## src/rtl/branch_resolve.sv

```systemverilog
`default_nettype none
// ============================================================================
// Module  : branch_resolve
// Brief   : EX-stage branch/jump resolution with fetch redirect handshake,
//           wrong-path flushes and saturating branch perf counters.
// Rev     : 1.0  initial release
// ============================================================================
module branch_resolve #(
    parameter int XLEN  = 32,
    parameter int CNT_W = 16
) (
    input  logic             i_clk,
    input  logic             i_rst_n,
    input  logic             i_ex_valid,
    input  logic             i_is_branch,
    input  logic             i_is_jal,
    input  logic             i_is_jalr,
    input  logic [2:0]       i_funct3,
    input  logic [XLEN-1:0]  i_target,
    input  logic             i_br_eq,
    input  logic             i_br_lt,
    output logic             o_br_un,
    output logic             o_redirect_valid,
    output logic [XLEN-1:0]  o_redirect_pc,
    input  logic             i_redirect_ready,
    output logic             o_flush_if_id,
    output logic             o_flush_id_ex,
    output logic             o_misalign,
    output logic             o_illegal,
    output logic [CNT_W-1:0] o_branch_cnt,
    output logic [CNT_W-1:0] o_taken_cnt
);

    typedef enum logic [0:0] {
        IDLE     = 1'b0,
        REDIRECT = 1'b1
    } state_t;

    state_t            r_state, w_state_nxt;
    logic [XLEN-1:0]   r_redirect_pc;
    logic              r_misalign;
    logic              r_illegal;
    logic [CNT_W-1:0]  r_branch_cnt;
    logic [CNT_W-1:0]  r_taken_cnt;

    logic              w_sel_jalr;
    logic              w_sel_jal;
    logic              w_sel_br;
    logic              w_accepted;
    logic              w_br_taken;
    logic              w_taken;
    logic              w_illegal;
    logic [XLEN-1:0]   w_eff_target;
    logic              w_misalign;
    logic              w_go_redirect;
    logic              w_count_br;

    // Comparator signedness comes straight from funct3 so its flags are valid this cycle.
    assign o_br_un = i_funct3[1];

    // Overlapping type flags resolve as jalr > jal > branch.
    assign w_sel_jalr = i_is_jalr;
    assign w_sel_jal  = i_is_jal & ~i_is_jalr;
    assign w_sel_br   = i_is_branch & ~i_is_jal & ~i_is_jalr;

    assign w_accepted = (r_state == IDLE) & i_ex_valid
                      & (i_is_branch | i_is_jal | i_is_jalr);

    always_comb begin
        w_br_taken = 1'b0;
        case (i_funct3)
            3'b000:  w_br_taken =  i_br_eq;
            3'b001:  w_br_taken = ~i_br_eq;
            3'b100:  w_br_taken =  i_br_lt;
            3'b101:  w_br_taken = ~i_br_lt;
            3'b110:  w_br_taken =  i_br_lt;
            3'b111:  w_br_taken = ~i_br_lt;
            default: w_br_taken = 1'b0;
        endcase
    end

    assign w_illegal    = w_sel_br & (i_funct3[2:1] == 2'b01);
    assign w_taken      = w_sel_jalr | w_sel_jal | (w_sel_br & w_br_taken);
    assign w_eff_target = w_sel_jalr ? {i_target[XLEN-1:1], 1'b0} : i_target;
    assign w_misalign   = w_taken & w_eff_target[1];

    assign w_go_redirect = w_accepted & w_taken & ~w_eff_target[1];
    assign w_count_br    = w_accepted & w_sel_br & ~w_illegal;

    always_comb begin
        w_state_nxt = r_state;
        case (r_state)
            IDLE:     if (w_go_redirect)    w_state_nxt = REDIRECT;
            REDIRECT: if (i_redirect_ready) w_state_nxt = IDLE;
            default:                        w_state_nxt = IDLE;
        endcase
    end

    always_ff @(posedge i_clk or negedge i_rst_n) begin
        if (!i_rst_n) begin
            r_state <= IDLE;
        end else begin
            r_state <= w_state_nxt;
        end
    end

    always_ff @(posedge i_clk or negedge i_rst_n) begin
        if (!i_rst_n) begin
            r_redirect_pc <= '0;
            r_misalign    <= 1'b0;
            r_illegal     <= 1'b0;
            r_branch_cnt  <= '0;
            r_taken_cnt   <= '0;
        end else begin
            r_misalign <= w_accepted & w_misalign;
            r_illegal  <= w_accepted & w_illegal;
            // Capture only on entry so the target stays frozen for the whole request.
            if (w_go_redirect) begin
                r_redirect_pc <= w_eff_target;
            end
            if (w_count_br && (r_branch_cnt != {CNT_W{1'b1}})) begin
                r_branch_cnt <= r_branch_cnt + 1'b1;
            end
            if (w_count_br && w_br_taken && (r_taken_cnt != {CNT_W{1'b1}})) begin
                r_taken_cnt <= r_taken_cnt + 1'b1;
            end
        end
    end

    assign o_redirect_valid = (r_state == REDIRECT);
    assign o_redirect_pc    = r_redirect_pc;
    assign o_flush_if_id    = (r_state == REDIRECT);
    assign o_flush_id_ex    = (r_state == REDIRECT);
    assign o_misalign       = r_misalign;
    assign o_illegal        = r_illegal;
    assign o_branch_cnt     = r_branch_cnt;
    assign o_taken_cnt      = r_taken_cnt;

endmodule
`default_nettype wire

```

## config.mk

```make
export PLATFORM = sky130hd
export DESIGN_NAME = branch_resolve
export DESIGN_NICKNAME = d
export VERILOG_FILES = /design/src/rtl/branch_resolve.sv
export SDC_FILE = /design/constraint.sdc
export NUM_CORES = 1
export LEC_CHECK = 0
export ABC_AREA = 1
export CORE_MARGIN = 2
export CORE_UTILIZATION = 35
export CTS_BUF_LIST = sky130_fd_sc_hd__clkbuf_4 sky130_fd_sc_hd__clkbuf_8
export DETAILED_ROUTE_END_ITERATION = 16
export PLACE_DENSITY_LB_ADDON = 0.15
export REMOVE_ABC_BUFFERS = 1
export SETUP_SLACK_MARGIN = 0.4
export SLEW_MARGIN = 5
export SYNTH_ARGS = -nofsm -noshare
export SYNTH_HDL_FRONTEND = slang
export SYNTH_SLANG_ARGS = --single-unit
```

## constraint.sdc

```tcl
create_clock -name i_clk -period 1.93 [get_ports i_clk]
set_clock_uncertainty 0.2 [all_clocks]
set_input_delay 0.386 -clock i_clk [delete_from_list [all_inputs] [get_ports i_clk]]
set_output_delay 0.386 -clock i_clk [all_outputs]
set_load 0.05 [all_outputs]
```

==> run_summary.xml <==
<?xml version="1.0" encoding="UTF-8"?>
<metrics>
  <group name="pwr">
    <metric name="post_layout_power" unit="mW">5.538</metric>
    <metric name="power_frac_comb" unit="">0.454</metric>
    <metric name="clockPowerShare" unit="">0.214</metric>
    <metric name="p_seq_frac" unit="">0.332</metric>
    <metric name="max-vdd-ir-drop" unit="mV">0.6840</metric>
    <metric name="net-switching-power" unit="mW">2.178</metric>
    <metric name="leakage" unit="nW">3.333</metric>
    <metric name="internal_power" unit="mW">3.360</metric>
    <metric name="power.density_cell_area" unit="nW/um^2">806.5</metric>
    <metric name="switching_share" unit="">0.3932</metric>
  </group>
  <group name="finish">
    <metric name="area_delta_synth_final" unit="%">95.09</metric>
    <metric name="design.final.nets" unit="">708</metric>
    <metric name="fraction_of_layout_cells_with_a_size_suffix_above_1" unit="">0.4948</metric>
    <metric name="num_antenna_cells" unit="">0</metric>
    <metric name="instances_no_fill" unit="">800</metric>
    <metric name="final_area" unit="um^2">6867</metric>
  </group>
  <group name="critical_path">
    <metric name="worstSetupPathType" unit="">reg2out</metric>
    <metric name="worst_ep_arrival_time" unit="ps">1120</metric>
    <metric name="timing.critical_path.buf_inv" unit="">3</metric>
    <metric name="startpoint_type" unit="">flip-flop</metric>
    <metric name="ff2ff_path_depth" unit="">10</metric>
    <metric name="critPathMostFrequentCell" unit="">buf_6</metric>
    <metric name="cp_cell_sequence" unit="">buf_6 &gt; buf_6 &gt; buf_12</metric>
    <metric name="r2r-start" unit="">o_branch_cnt[1]</metric>
    <metric name="cp.required" unit="ps">1340</metric>
    <metric name="worst_setup_path_end_kind" unit="">output pin</metric>
    <metric name="worst_path_dominant_cell_family" unit="">flip-flops</metric>
    <metric name="cp.depth" unit="">3</metric>
    <metric name="ff2ff_setup_slack" unit="ps">220</metric>
    <metric name="critical_path_peak_fanout" unit="">4</metric>
    <metric name="worstReg2RegEnd" unit="">o_branch_cnt[14]</metric>
    <metric name="max_stage_delay" unit="ps">400</metric>
    <metric name="worst_path_max_delay_cell" unit="">dfrtp_1</metric>
  </group>
  <group name="place">
    <metric name="detailed_place_hpwl" unit="mm">6.681</metric>
    <metric name="dpl.cell_count" unit="">702</metric>
    <metric name="placement.cell_area" unit="um^2">5190</metric>
    <metric name="buffer_ports.inserted" unit="">113</metric>
    <metric name="place_congestion" unit="">0.8871</metric>
  </group>
  <group name="drt">
    <metric name="drt.antenna.violating_nets" unit="">0</metric>
    <metric name="detailedRoute.firstPassIterationCount" unit="">4</metric>
    <metric name="dr.first_iter.drc_count" unit="">81</metric>
    <metric name="drc" unit="">0</metric>
    <metric name="route.detailed.vias_per_inst" unit="">4.804</metric>
    <metric name="vias" unit="">3843</metric>
    <metric name="routed_wirelength" unit="mm">11.74</metric>
    <metric name="drt-wirelength-per-cell" unit="um">14.67</metric>
  </group>
  <group name="clocking">
    <metric name="cts_num_sinks" unit="">67</metric>
    <metric name="skew_pair_late_insertion_delay" unit="ps">340</metric>
    <metric name="tritoncts.num_buffers" unit="">9</metric>
    <metric name="cts.clk_slew.worst_paths" unit="ps">70</metric>
    <metric name="clock_tree.htree_level_count" unit="">3</metric>
    <metric name="cts-root-buf" unit="">clkbuf_8</metric>
    <metric name="cts_buffer_depth" unit="">2</metric>
    <metric name="clock_tree_from_tritoncts" unit="">built</metric>
  </group>
  <group name="logic_synthesis">
    <metric name="yosys.cell_count.top_type" unit="">nand2_1</metric>
    <metric name="ys_top_cells_by_count" unit="">188 x nand2_1, 67 x dfrtp_1, 41 x nand4_1</metric>
    <metric name="synth_top_cell_by_area" unit="">dfrtp_1</metric>
    <metric name="synth_seq_cells" unit="">67</metric>
    <metric name="ys_warn_count" unit="">0</metric>
    <metric name="synth-seq-area-share" unit="">0.4764</metric>
    <metric name="yosysTopAreaCellShare" unit="">0.4764</metric>
    <metric name="synth_cell_type_count" unit="">28</metric>
    <metric name="netlist_area" unit="um^2">3520</metric>
    <metric name="synth_top_flop_cell" unit="">dfrtp_1</metric>
    <metric name="synth-async-reset-ratio" unit="">1.000</metric>
    <metric name="synth_area_leaders" unit="">dfrtp_1 48%, nand2_1 20%, nand4_1 7.3%</metric>
    <metric name="synthesis.area_per_instance" unit="um^2">7.927</metric>
    <metric name="synthesized_instance_count" unit="">444</metric>
    <metric name="synth_edf_count" unit="">0</metric>
  </group>
  <group name="outcome">
    <metric name="outcome" unit="">finished, final reports clean</metric>
  </group>
  <group name="die">
    <metric name="placementRows" unit="">36</metric>
    <metric name="floorplan.initialDensity" unit="">0.3601</metric>
    <metric name="floorplan.die_area" unit="um^2">10870</metric>
    <metric name="floorplan.core_area" unit="um^2">9774</metric>
    <metric name="die-height" unit="um">104.3</metric>
    <metric name="die_x" unit="um">104.3</metric>
    <metric name="boundaryPins" unit="">114</metric>
  </group>
  <group name="global_routing">
    <metric name="grt_pass1_vias" unit="">3580</metric>
    <metric name="grt_antenna_before_repair" unit="">0</metric>
    <metric name="global_route.usage.met2" unit="">0.3296</metric>
    <metric name="globalRouteTotalUtil" unit="">0.2003</metric>
    <metric name="gr-usage-met3" unit="">0.05952</metric>
    <metric name="grt_busiest_layer" unit="">met2</metric>
    <metric name="grt_first_pass_wirelength" unit="mm">17.64</metric>
    <metric name="gr-total-overflow" unit="">0</metric>
    <metric name="grt_max_degree" unit="">68</metric>
    <metric name="grt_use_met1" unit="">0.2529</metric>
  </group>
  <group name="hold_path">
    <metric name="whs_path_depth" unit="">2</metric>
    <metric name="worst_min_path_class" unit="">in2reg</metric>
    <metric name="holdCritStartpoint" unit="">i_funct3[2]</metric>
    <metric name="hold-path-endpoint" unit="">o_illegal</metric>
  </group>
  <group name="sta">
    <metric name="fin_setup_tns" unit="ps">0</metric>
    <metric name="hold_slack" unit="ps">106.6</metric>
    <metric name="worst_slew_pin_slew" unit="ps">388.7</metric>
    <metric name="fin_crit" unit="ps">1705</metric>
    <metric name="timing.final.hold_violations" unit="">0</metric>
    <metric name="relSlewSlack" unit="">0.7408</metric>
    <metric name="setup_viol" unit="">0</metric>
    <metric name="timing.final.max_slew_violations" unit="">0</metric>
    <metric name="final.period_utilization" unit="">0.8836</metric>
    <metric name="rsz0062_at_grt" unit="">true</metric>
    <metric name="max_freq" unit="MHz">586.4</metric>
  </group>
  <group name="job">
    <metric name="drv.max_cap_violation_count" unit="">0</metric>
  </group>
</metrics>
[per-layer routing]
| layer | vias up | part of all wire |
|---|---|---|
| li1 | 1859 | - |
| met5 | - | 0 |
| met2 | 107 | 0.51 |
| met3 | 16 | 0.062 |
| met1 | 1861 | 0.41 |
| met4 | 0 | 0.015 |
[registers in the layout (all words and copies together) (netlist names)]
register       flops
o_branch_cnt      16
o_illegal          1
o_taken_cnt       16
o_redirect_pc     32
o_misalign         1
o_flush_id_ex      1
[kinds of logic (layout without fill, tap and decap cells)]
kind of cell / after synthesis / in the layout / synth area share
simple gates: 293 / 293 / 0.3786
fa+ha+maj: 2 / 2 / 0.007109
xor+xnor: 20 / 20 / 0.04977
compound gates: 10 / 10 / 0.01493
flops: 67 / 67 / 0.4764
buf+inv: 52 / 275 / 0.07323
[stage by stage]
step	utilization	setup slack (ps)
finish	0.7025	224.7
floorplan	-	-825.6
detailed placement	0.5310	-279.9
global route	0.7025	125.9
CTS	0.6231	202.4
global placement	0.5310	-233.6
[worst max path at each step]
stage	from	to	slack [ps]
2_1_floorplan	o_flush_id_ex	o_branch_cnt[10]	-830
3_3_place_gp	i_funct3[2]	o_redirect_pc[22]	-230
3_5_place_dp	i_funct3[2]	o_redirect_pc[14]	-280
4_1_cts	o_branch_cnt[1]	o_branch_cnt[2]	200
5_1_grt	o_taken_cnt[0]	o_taken_cnt[12]	130
6_report	o_taken_cnt[6]	o_taken_cnt[6]	220
[cell type report]
class | count | area, um^2
timing repair inverter | 1 | 8.758
timing repair buffer | 226 | 2648
clock inverter | 5 | 52.55
fill | 755 | 2908
multi-input combinational | 325 | 2019
sequential | 67 | 1694
tap | 133 | 166.4
inverter | 32 | 132.6
clock buffer | 11 | 145.1
[placed cells by master (no fill, tap or decap), types with 14 or more instances in the layout]
cell,instances
buf_12,39
buf_4,74
buf_6,61
clkdlybuf4s50_1,33
dfrtp_1,53
dfrtp_2,14
inv_1,27
nand2_1,110
nand2_2,59
nand2_4,21
nand3_1,15
nand4_1,41
nor2_1,18
[what timing repair did]
item | in CTS | in global routing
cloned | 5 | 3
resized for setup | 101 | 140
hold buffers | 1 | 0
setup endpoints to repair | 120 | 125
endpoints found under the hold margin | 67 | 0
setup buffers | 38 | 35
pin swaps | 15 | 38
[power by group through the flow]
stage	combinational, mW	clock (mW)	sequential (mW)
6_report	2.52	1.18	1.84
5_1_grt	2.65	1.27	1.86
4_1_cts	2.17	1.21	1.81
3_5_place_dp	1.95	0	1.80
3_3_place_gp	1.92	0	1.80
2_1_floorplan	0.311	0	2.57
Note: power is estimated with default switching activity, not from simulation.
